### src/rtl/digit_serial_adder.sv
// Digit-serial adder: adds two WIDTH-bit operands DIGIT bits per clock, LSB digit first.
// Optional macro OVERFLOW_FLAG_EN adds a two's-complement signed-overflow output.
module digit_serial_adder #(
  parameter int WIDTH = 16,
  parameter int DIGIT = 4
) (
  input  logic             clk_i,
  input  logic             rst_i,
  input  logic             in_valid_i,
  output logic             in_ready_o,
  input  logic [WIDTH-1:0] a_i,
  input  logic [WIDTH-1:0] b_i,
  input  logic             carry_in_i,
  output logic             out_valid_o,
  input  logic             out_ready_i,
  output logic [WIDTH-1:0] sum_o,
  output logic             carry_out_o,
  output logic             busy_o
`ifdef OVERFLOW_FLAG_EN
  ,
  output logic             overflow_o
`endif
);

  localparam int NDIG = WIDTH / DIGIT;
  localparam int CW   = (NDIG > 1) ? $clog2(NDIG) : 1;

  typedef enum logic [1:0] {S_IDLE, S_RUN, S_DONE} state_t;

  state_t           state_q, state_d;
  logic [WIDTH-1:0] a_sh_q, a_sh_d;
  logic [WIDTH-1:0] b_sh_q, b_sh_d;
  logic [WIDTH-1:0] sum_q, sum_d;
  logic             carry_q, carry_d;
  logic             cout_q, cout_d;
  logic [CW-1:0]    cnt_q, cnt_d;
  logic [DIGIT:0]   dsum;
  int               dig_pos;

`ifdef OVERFLOW_FLAG_EN
  logic a_msb_q, a_msb_d;
  logic b_msb_q, b_msb_d;
  logic ovf_q, ovf_d;
`endif

  always_ff @(posedge clk_i) begin
    if (rst_i) begin
      state_q <= S_IDLE;
      a_sh_q  <= '0;
      b_sh_q  <= '0;
      sum_q   <= '0;
      carry_q <= 1'b0;
      cout_q  <= 1'b0;
      cnt_q   <= '0;
`ifdef OVERFLOW_FLAG_EN
      a_msb_q <= 1'b0;
      b_msb_q <= 1'b0;
      ovf_q   <= 1'b0;
`endif
    end else begin
      state_q <= state_d;
      a_sh_q  <= a_sh_d;
      b_sh_q  <= b_sh_d;
      sum_q   <= sum_d;
      carry_q <= carry_d;
      cout_q  <= cout_d;
      cnt_q   <= cnt_d;
`ifdef OVERFLOW_FLAG_EN
      a_msb_q <= a_msb_d;
      b_msb_q <= b_msb_d;
      ovf_q   <= ovf_d;
`endif
    end
  end

  always_comb begin
    state_d = state_q;
    a_sh_d  = a_sh_q;
    b_sh_d  = b_sh_q;
    sum_d   = sum_q;
    carry_d = carry_q;
    cout_d  = cout_q;
    cnt_d   = cnt_q;
    dig_pos = int'(cnt_q) * DIGIT;
`ifdef OVERFLOW_FLAG_EN
    a_msb_d = a_msb_q;
    b_msb_d = b_msb_q;
    ovf_d   = ovf_q;
`endif
    // one digit of the sum plus its carry, at DIGIT+1 bits
    dsum = {1'b0, a_sh_q[DIGIT-1:0]} + {1'b0, b_sh_q[DIGIT-1:0]} + {{DIGIT{1'b0}}, carry_q};

    case (state_q)
      S_IDLE: begin
`ifdef OVERFLOW_FLAG_EN
        ovf_d = 1'b0;
`endif
        if (in_valid_i) begin
          a_sh_d  = a_i;
          b_sh_d  = b_i;
          carry_d = carry_in_i;
          cnt_d   = '0;
          state_d = S_RUN;
`ifdef OVERFLOW_FLAG_EN
          a_msb_d = a_i[WIDTH-1];
          b_msb_d = b_i[WIDTH-1];
`endif
        end
      end
      S_RUN: begin
        sum_d[dig_pos +: DIGIT] = dsum[DIGIT-1:0];
        carry_d = dsum[DIGIT];
        a_sh_d  = a_sh_q >> DIGIT;
        b_sh_d  = b_sh_q >> DIGIT;
        cnt_d   = cnt_q + 1'b1;
        if (cnt_q == CW'(NDIG - 1)) begin
          state_d = S_DONE;
          cout_d  = dsum[DIGIT];
`ifdef OVERFLOW_FLAG_EN
          ovf_d   = (a_msb_q == b_msb_q) && (sum_d[WIDTH-1] != a_msb_q);
`endif
        end
      end
      S_DONE: begin
        if (out_ready_i) begin
          state_d = S_IDLE;
`ifdef OVERFLOW_FLAG_EN
          ovf_d   = 1'b0;
`endif
        end
      end
      default: state_d = S_IDLE;
    endcase
  end

  assign in_ready_o  = (state_q == S_IDLE);
  assign out_valid_o = (state_q == S_DONE);
  assign busy_o      = (state_q != S_IDLE);
  assign sum_o       = sum_q;
  assign carry_out_o = cout_q;
`ifdef OVERFLOW_FLAG_EN
  assign overflow_o  = ovf_q;
`endif

endmodule

### config.mk
export PLATFORM = sky130hd
export DESIGN_NAME = digit_serial_adder
export DESIGN_NICKNAME = d
export VERILOG_FILES = /design/src/rtl/digit_serial_adder.sv
export SDC_FILE = /design/constraint.sdc
export NUM_CORES = 1
export LEC_CHECK = 0
export CORE_MARGIN = 1
export CORE_UTILIZATION = 45
export CTS_BUF_LIST = sky130_fd_sc_hd__clkbuf_8
export DETAILED_ROUTE_END_ITERATION = 7
export PLACE_DENSITY = 0.77
export SLEW_MARGIN = 15
export SYNTH_ARGS = -nofsm -noshare
export SYNTH_HDL_FRONTEND = slang
export SYNTH_SLANG_ARGS = --single-unit
### constraint.sdc
create_clock -name clk_i -period 1.9 [get_ports clk_i]
set_clock_uncertainty 0.2 [all_clocks]
set_input_delay 0.285 -clock clk_i [delete_from_list [all_inputs] [get_ports clk_i]]
set_output_delay 0.285 -clock clk_i [all_outputs]
set_load 0.02 [all_outputs]
-- After elaboration in Yosys (flattened, before gate mapping)
Cells that the tools add are included.
- register bits: 54
- bits of input ports: 37
- logic and storage cells: 38
- add/sub/neg operators: 4
- equal/unequal tests: 6
- shift operators: 2
- multiplexer cells: 13
- reductions and logical operators: 6
- operators by type and width (kind ; count):
    16-bit case mux with 2 select lines ; 2
    4-bit negation with 33-bit output ; 1
    4-bit by 33-bit variable shift with 16-bit output (first input constant) ; 1
    4-bit by 33-bit indexed part select with 16-bit output ; 1
    16-bit two-way mux ; 2
    16-bit bitwise mux ; 1
    2-bit two-way mux ; 4
    2-bit case mux with 3 select lines ; 1
    4-bit by 4-bit adder with 5-bit output ; 1
    5-bit by 1-bit adder with 5-bit output ; 1
    2-bit equality test (second input constant) ; 2
    2-bit != test (second input constant) ; 2
    2-bit case mux with 2 select lines ; 1
    2-bit AND reduction ; 2
    2-bit nonzero test ; 2
    3-bit AND reduction ; 1
    2-bit by 1-bit adder with 2-bit output (second input constant) ; 1
    2-bit by 1-bit equality test with 1-bit output (second input constant) ; 1
    2-bit zero test ; 1
    2-bit by 1-bit != test with 1-bit output (second input constant) ; 1
    1-bit case mux with 2 select lines ; 1
    1-bit two-way mux ; 1

-- Depth between registers and ports, before layout
Gate-level depths: netlist of the first run.
- depth in word-level cells: 4
- mapped depth: 6
- mapped depth without buffers: 6

-- Least setup slack after synthesis of the first run
OpenSTA, ideal clock, no wires.
- path kind: reg2reg
- start: reg cnt_q[0]
- end: reg sum_q[11] (netlist: sum_o[11])
- library setup time: 0.128 ns
- data arrival time: 1.655 ns
- data required time: 1.572 ns
- setup slack: -0.082 ns
- cell stages (with the launch flop): 7
- cells stage by stage: dfxtp_1 inv_1 ha_1 and4bb_2 and3_4 a32oi_1 nor2_1
- longest elaborated chain between the ends: 3
- elaborated cells on any way between the ends: 4
- RTL lines (element ; RTL line ; text):
    from (decl) ; 36 ; logic [CW-1:0] cnt_q, cnt_d;
    from (signal assigned) ; 67 ; cnt_q <= cnt_d;
    4-bit negation with 33-bit output * ; 111 ; sum_d[dig_pos +: DIGIT] = dsum[DIGIT-1:0];
    4-bit by 33-bit indexed part select with 16-bit output / 4-bit by 33-bit variable shift with 16-bit output (equally long branches) ; 111 ;
    16-bit bitwise mux * ; 111 ;
    to (signal assigned) ; 64 ; sum_q <= sum_d;
    to (decl) ; 33 ; logic [WIDTH-1:0] sum_q, sum_d;
Mark *: on every way between the ends. The rest lies on a longest branch, timed or not.
A chain may end at the register's enable or synchronous reset.

-- Worst setup path after layout of the first run
- start: reg a_sh_q[0]
- end: reg cout_q (netlist: carry_out_o)
- longest elaborated chain between the ends: 2
- RTL lines (element ; RTL line ; text):
    from (decl) ; 31 ; logic [WIDTH-1:0] a_sh_q, a_sh_d;
    from (signal assigned) ; 62 ; a_sh_q <= a_sh_d;
    4-bit by 4-bit adder with 5-bit output ; 91 ; dsum = {1'b0, a_sh_q[DIGIT-1:0]} + {1'b0, b_sh_q[DIGIT-1:0]} + {{DIGIT{1'b0}}, carry_q};
    5-bit by 1-bit adder with 5-bit output ; 91 ;
    to (signal assigned) ; 66 ; cout_q <= cout_d;
    to (decl) ; 35 ; logic cout_q, cout_d;
Every way passes these cells.

==> results.txt, run 1 <==
* Core Footprint: 0.00551 sq mm
- Leaving out fill and tap cells, the most frequent cells in the layout are sky130_fd_sc_hd__nor2_1 (95), sky130_fd_sc_hd__dfxtp_1 (52), sky130_fd_sc_hd__clkdlybuf4s50_1 (52).
* Width of the die: 77.5 microns
- CTS tree: yes
- Most common cell after layout, fill and taps aside: sky130_fd_sc_hd__nor2_1
- Number of hold violations in the final report: 0
- Type of element capturing the critical path: flop
- After clock tree synthesis, the clock-pin slew on the worst setup and hold paths is 0.09 ns.
- From synthesis to final layout, the design area changed by 31.4%.
- Leakage Power: 1.41 nW
- By area, the combinational part of the netlist is dominated by simple AND/OR/NAND/NOR gates.
- Cell Pwr Density: 773 mW/mm^2
- Switching Fraction: 26.2%
- Yosys mapped a number of flops with a built-in enable equal to 0.
- The number of pins exceeding their max-slew limit in the final report came to 0.
- Setup TNS: -0.0140 ns
- Transition time at the pin with the least slew margin: 0.387 ns
- The cell sitting at the root of the clock tree is a sky130_fd_sc_hd__clkbuf_8.
* Complex-gate fraction of the synthesized area: 18.9%
- Post-synth ARST share: 0%
* Smallest setup slack after layout: -0.0140 ns
- The number of antenna violations at the first check in global routing was 0.
* Overall power after layout: 2.60 mW
- After Yosys synthesis, XOR and XNOR cells account for 0.342% of the synthesized area.
- Post-synthesis adder-cell area fraction: 5.96%
- Share of final-layout standard cells stronger than drive strength 1: 11.5%
* Starting density of the core: 46.5%
* Site Rows: 27
- Area used by multi-input combinational logic: 0.00137 sq mm
- The number of global-route vias before repair is 2,209.
- H-tree levels: 2
- Inserted Clock Buffers: 5
- The clock drives 54 sinks.
- Of the total power, combinational logic draws 22.3%.
* Net Sw Power: 684 uW
- The min-delay analysis places its worst path in the category in2reg.
- By area the synthesized netlist is led by sky130_fd_sc_hd__dfxtp_1 (42%), sky130_fd_sc_hd__nor2_1 (14%), sky130_fd_sc_hd__a2bb2oi_1 (7.9%).
- Number of warnings printed during yosys synthesis: 0
* Worst hold slack after final layout: 0.181 ns
- In the final layout, flip-flops and latches occupy 0.00108 sq mm.
- Routability-driven placement finished with a final weighted congestion of 0.819.
- Total congestion overflow after global routing: 0
- Setup violations remaining at the end of the flow were counted as 1.
* Sequential area share after synthesis: 42.2%
- After the first detailed-routing iteration, the DRC count stood at 109.
- At the worst endpoint, the arrival time is 1.90 ns.
- Worst path required time: 1.88 ns
- Net total in the final layout: 404
- The pre-antenna-repair detailed-routing pass consisted of 4 iterations.
* Post-CTS setup buffer count: 0
- Largest net degree at the start of global routing: 31
* Number of synthesized register bits: 54
- Part of the power in registers: 48.2%
* Remaining antenna violation count: 0
- The floorplan step defined a die boundary enclosing 0.00600 sq mm.
* Quantity of I/O buffers inserted on ports: 56
* Number of distinct library cells after synthesis: 36
* Fraction of synthesized cell area taken by the top area cell type: 42.2%
* RSZ-0062 raised after global routing: true
- The number of antenna diodes in the final layout is 0.
* Routed wire per std cell: 13.6 microns
* Wire length after detailed routing: 5840 microns
* Syn Inst Count: 300
* Global-route wire length before repair: 10,200 microns
- Category of the critical setup timing path: reg2reg
- After detailed routing, the number of vias per cell comes to 5.42.
- Fillers: 513
* Overall Global Routing Usage: 20.9%
- In this run, the clock network consumes 29.5% of the power.
- Counting along the longest clock path gives a buffer depth of 2.
- Top flip-flop cell by instance count after synthesis: sky130_fd_sc_hd__dfxtp_1
- Result of the run: finished with violations
- Maximum fanout along the worst path: 2
- Across the run, the number of max-cap violations was 0.
- Later-pin clock latency in the skew report: 0.30 ns
* Violations in the final reports: setup timing
* Mapped Area: 0.00256 sq mm
- Internal power comes to 1.92 mW.
- Hpwl dp: 4290 microns
- Crit start category: flop
* Avg Synthesized Cell Area: 8.54 sq um
* Max VDD drop: 0.478 mV
- Timing analysis after detailed placement gives a worst setup slack of -0.0714 ns.
- Subtracting the final worst setup slack from the clock period gives 1.91 ns.
- Maximum clock rate: 522 MHz
- Once layout is complete, the utilization of the core stands at 61.2%.
- Simple-gate portion of the synthesized area: 27.3%
* Die extent in y: 77.5 microns
* Post-synthesis net count: 348
- Rel. slew slack: 74.2%
* Via count: 2,318
* Dominant cell type by area after synthesis: sky130_fd_sc_hd__dfxtp_1
- Multiplexer cells account for 0% of the synthesized area.
- After detailed routing, the number of remaining DRC violations is 0.
- After layout, the worst path uses 101% of the clock period.
* Boundary pin count: 57
## metal layers
metal / global-route usage (%) / share of wire (%) / vias up
met5: 0 / 0 / -
met4: 5.47 / 2.1 / 0
met3: 4.94 / 3.1 / 12
met2: 34.6 / 50 / 59
met1: 27.1 / 45 / 1094
li1: - / - / 1153
## power by group through the flow
stage	sequential [mW]	combinational, mW	clock, mW
global route	1.27	0.640	0.851
detailed placement	1.28	0.580	0
CTS	1.26	0.584	0.788
finish	1.26	0.580	0.770
floorplan	1.28	0.371	0
global placement	1.28	0.570	0
## cell type report
| type | instances | share of cell area (%) |
|---|---|---|
| timing repair buffer | 71 | 20.5 |
| multi-input combinational | 219 | 40.8 |
| inverter | 5 | 0.557 |
| tap | 72 | 2.67 |
| clock inverter | 1 | 0.892 |
| sequential | 54 | 32.2 |
| clock buffer | 6 | 2.45 |
## cell usage after synthesis (2+ instances only)
cell	n
sky130_fd_sc_hd__buf_4	4
sky130_fd_sc_hd__a21oi_1	4
sky130_fd_sc_hd__dfxtp_1	54
sky130_fd_sc_hd__clkbuf_1	7
sky130_fd_sc_hd__nor3_1	25
sky130_fd_sc_hd__nor2_1	95
sky130_fd_sc_hd__nand2_1	4
sky130_fd_sc_hd__o22ai_1	3
sky130_fd_sc_hd__inv_1	5
sky130_fd_sc_hd__a21o_1	2
sky130_fd_sc_hd__a2bb2oi_1	23
sky130_fd_sc_hd__nor4b_4	2
sky130_fd_sc_hd__a32oi_1	4
sky130_fd_sc_hd__a22oi_1	20
sky130_fd_sc_hd__ha_1	9
sky130_fd_sc_hd__nor2b_1	8
sky130_fd_sc_hd__buf_2	9
sky130_fd_sc_hd__or2_2	2
sky130_fd_sc_hd__and3_4	2
sky130_fd_sc_hd__fa_1	2
## final timing paths
check             slack (ns)        from  cells past startpoint     endpoint
setup / recovery       -0.01   a_sh_q[0]                      5  carry_out_o
hold / removal          0.18       rst_i                      2   a_sh_q[12]
setup reg to reg       -0.01   a_sh_q[0]                      5  carry_out_o
hold reg to reg         0.29  b_sh_q[10]                      2   b_sh_q[10]
## sequential cells by signal (all words and copies together) (netlist names)
| signal | flops |
|---|---|
| a_sh_q | 16 |
| b_sh_q | 16 |
| sum_o | 16 |
| cnt_q | 2 |
| state_q | 2 |
| carry_out_o | 1 |
| carry_q | 1 |
## stage by stage
step                      cells  instance area, sq um
after global placement      422                  3240
after floorplan             300                  2570
after global routing        428                  3370
final                       428                  3370
after CTS                   429                  3360
after detailed placement    422                  3240
## logic make-up (layout without fill, tap and decap cells)
logic type,count (synthesis),after routing
AO/OA/AOI/OAI,61,61
XOR/XNOR,1,1
adder cells (fa/ha/maj),11,11
buffers and inverters,27,83
flip-flops,54,54
AND/OR/NAND/NOR,146,146
## repair_timing
item                                    CTS  global route
gates resized for setup                   6             3
endpoints found under the setup margin   11            11
pin swaps                                 0             5
gates cloned                              0             0
hold buffers                              0             0
## worst max-delay path, cell delays in order, from the launching register on
cell and delay (ns):
sky130_fd_sc_hd__dfxtp_2 0.34, sky130_fd_sc_hd__fa_2 0.40, sky130_fd_sc_hd__fa_2 0.37, sky130_fd_sc_hd__a21o_1 0.20, sky130_fd_sc_hd__a21oi_2 0.17, sky130_fd_sc_hd__a311oi_1 0.10
Power figures use the tool's default switching activity.
==> run 2: changes to the inputs <==
- CORE_MARGIN: 1 -> 2
==> run 2 against run 1 <==
- the flow now finishes without violations
- first-iteration DRC count rose by 1.8%
- global-route usage fell by 1.3 points
- combinational power barely moved
- cell count did not move
- sequential power barely moved
- total power fell by 5.7%
- die area rose by 5.2%
- critical path depth did not move
- largest power group unchanged
==> results.txt, run 2 (synthesized netlist as in run 1, its figures left out) <==
- The flow ran to the end, and the final reports show no timing, DRC or antenna violations.
* Layout area overhead: 30.4%
- Across the run, the number of max-cap violations was 0.
- At the later pin of the worst-skew pair, clock insertion delay measures 0.30 ns.
- Number of diodes added for antenna fixing: 0
- Worst hold slack after final layout: 0.192 ns
- TritonCTS sink count: 54
- The setup path with the least slack is of type reg2reg.
- Classification of the worst-slack hold path: in2reg
- The library cell used most frequently in the layout, excluding fill and tap cells, is sky130_fd_sc_hd__nor2_1.
* Max VDD drop: 0.347 mV
* Rel. slew slack: 72.4%
- Along the worst hold path, the cell count comes to 2.
* Buffer depth of the longest clock path: 2
- Number of vias per cell after detailed routing: 5.34
- The post-route netlist has 11.5% of its cells at a drive strength greater than 1.
* Number of remaining DRC errors: 0
* Top delay family on crit path: adder cells
* Via count: 2,286
* Critical Path Most Common Cell: sky130_fd_sc_hd__fa_2
- Timing would allow up to 535 MHz.
* Die Area: 0.00631 sq mm
- Die extent in y: 79.5 microns
- Worst stage delay on the critical path: 0.41 ns
* Worst path required time: 1.88 ns
- TritonCTS created 5 clock buffers.
- Detailed-routing iteration count for the pre-antenna-repair pass: 4
- Post-CTS timing repair inserted 0 buffers for setup.
* Hpwl dp: 4300 microns
* Chain of cells forming the critical path: fa_2 > fa_2 > a21o_1 > a21oi_2 > a311oi_1
- Depth of the critical timing path with buffers and inverters included: 5
- Type of element capturing the critical path: flop
- CTS built an H-tree with a depth of 2.
* Initial antenna violation count: 0
- RSZ-0062 raised after global routing: true
- Initial drt markers: 111
- Global routing finished with a remaining overflow of 0.
- The worst path uses 98.4% of the clock period.
- Fin cells: 428
- Summing internal, switching and leakage power gives 2.46 mW.
- Net total in the final layout: 405
* CTS tree: yes
- Minimum period implied by the final worst setup slack: 1.87 ns
- Setup violations remaining at the end of the flow were counted as 0.
- In this run the remaining antenna-violating nets after routing total 0.
* Site Rows: 27
- Routability congestion estimate from global placement: 0.813
- Clock transition time at the flip-flop clock pins of the worst setup and hold paths: 0.09 ns
- In the layout the commonest cells are sky130_fd_sc_hd__nor2_1 (95), sky130_fd_sc_hd__clkdlybuf4s50_1 (52), sky130_fd_sc_hd__dfxtp_1 (51).
- Data on the critical path arrives at its endpoint at 1.85 ns.
- Largest net degree at the start of global routing: 30
- For this block, the routed nets add up to 5780 microns of wire.
- CP max stage cell: sky130_fd_sc_hd__fa_2
* Global-route wire length before repair: 9870 microns
- At the pin with the least slew margin, the transition time is 0.413 ns.
* Leakage Power: 1.40 nW
- Pin placement for this block handled 57 I/O pins.
- For this design the ratio of total power to cell area is 735 mW/mm^2.
* Maximum fanout along the worst path: 2
- Once the floorplan was initialized, standard cells occupied 46.5% of the core.
- Overall Global Routing Usage: 19.5%
* Number of pins exceeding their max-slew limit in the final report: 0
- The number of global-route vias before repair was 2,155.
- In this run the standard cell core region covers 0.00551 sq mm.
* Routed wire per std cell: 13.5 microns
- The cell sitting at the root of the clock tree is a sky130_fd_sc_hd__clkbuf_8.
* Number of placed cells counting well taps: 423
- The critical path contains buffers and inverters numbering 0 combined.
* Depth of the worst register-to-register path: 5
- Width of the die: 79.5 microns
* Quantity of I/O buffers inserted on ports: 56
- Number of hold violations in the final report: 0
- Crit start category: flop
run 2: cell types whose count changed in the layout (fill, tap and decap cells not counted):
cell                              change
sky130_fd_sc_hd__clkdlybuf4s15_1      -1
sky130_fd_sc_hd__a22oi_2              -1
sky130_fd_sc_hd__dlygate4sd2_1        +1
sky130_fd_sc_hd__dfxtp_2              +1
sky130_fd_sc_hd__dfxtp_1              -1
sky130_fd_sc_hd__bufinv_16            -1
sky130_fd_sc_hd__a22oi_1              +1
sky130_fd_sc_hd__buf_4                +1
run 2: worst paths after layout:
check             from          end  slack (ns)
max reg2reg    carry_q  carry_out_o        0.03
min              rst_i   a_sh_q[13]        0.19
max            carry_q  carry_out_o        0.03
min reg2reg  b_sh_q[8]    b_sh_q[8]        0.30
run 2: timing repair:
action	in CTS	in global routing
setup endpoints to repair	13	11
pin swaps	6	7
hold buffers	0	0
endpoints found under the hold margin	0	0
gates resized for setup	8	0
run 2: final cells by class:
type | instances | area, sq um
Fill cell | 506 | 2170
Multi-Input combinational cell | 219 | 1370
Sequential cell | 54 | 1080
Timing Repair Buffer | 72 | 697
Tap cell | 72 | 90.1
Clock buffer | 6 | 82.6
Inverter | 5 | 18.8
run 2: through the flow:
step                setup TNS, ns  setup WS (ns)  area (sq um)  utilization [%]
floorplan                       0         0.0245          2570                -
global placement           -0.146        -0.0491          3250             59.1
detailed placement         -0.273        -0.0784          3250             59.1
CTS                       -0.0351        -0.0307          3340             60.7
global route               -0.148        -0.0524          3340             60.7
finish                          0         0.0304          3340             60.7
run 2: power by group:
part / total [mW] / internal, mW / switching (mW) / leakage [nW]
Combinational: 0.577 / 0.292 / 0.285 / 0.908
Clock: 0.626 / 0.282 / 0.344 / 0.0431
Sequential: 1.25 / 1.21 / 0.0477 / 0.444
Total: 2.46 / 1.78 / 0.676 / 1.40
run 2: per-layer routing:
layer	share of wire, %	track usage, %	vias up
met4	1.1	6.03	0
met1	44	24.8	1069
met2	50	33.4	56
met5	0	0	-
met3	4.4	3.85	7
li1	-	-	1154
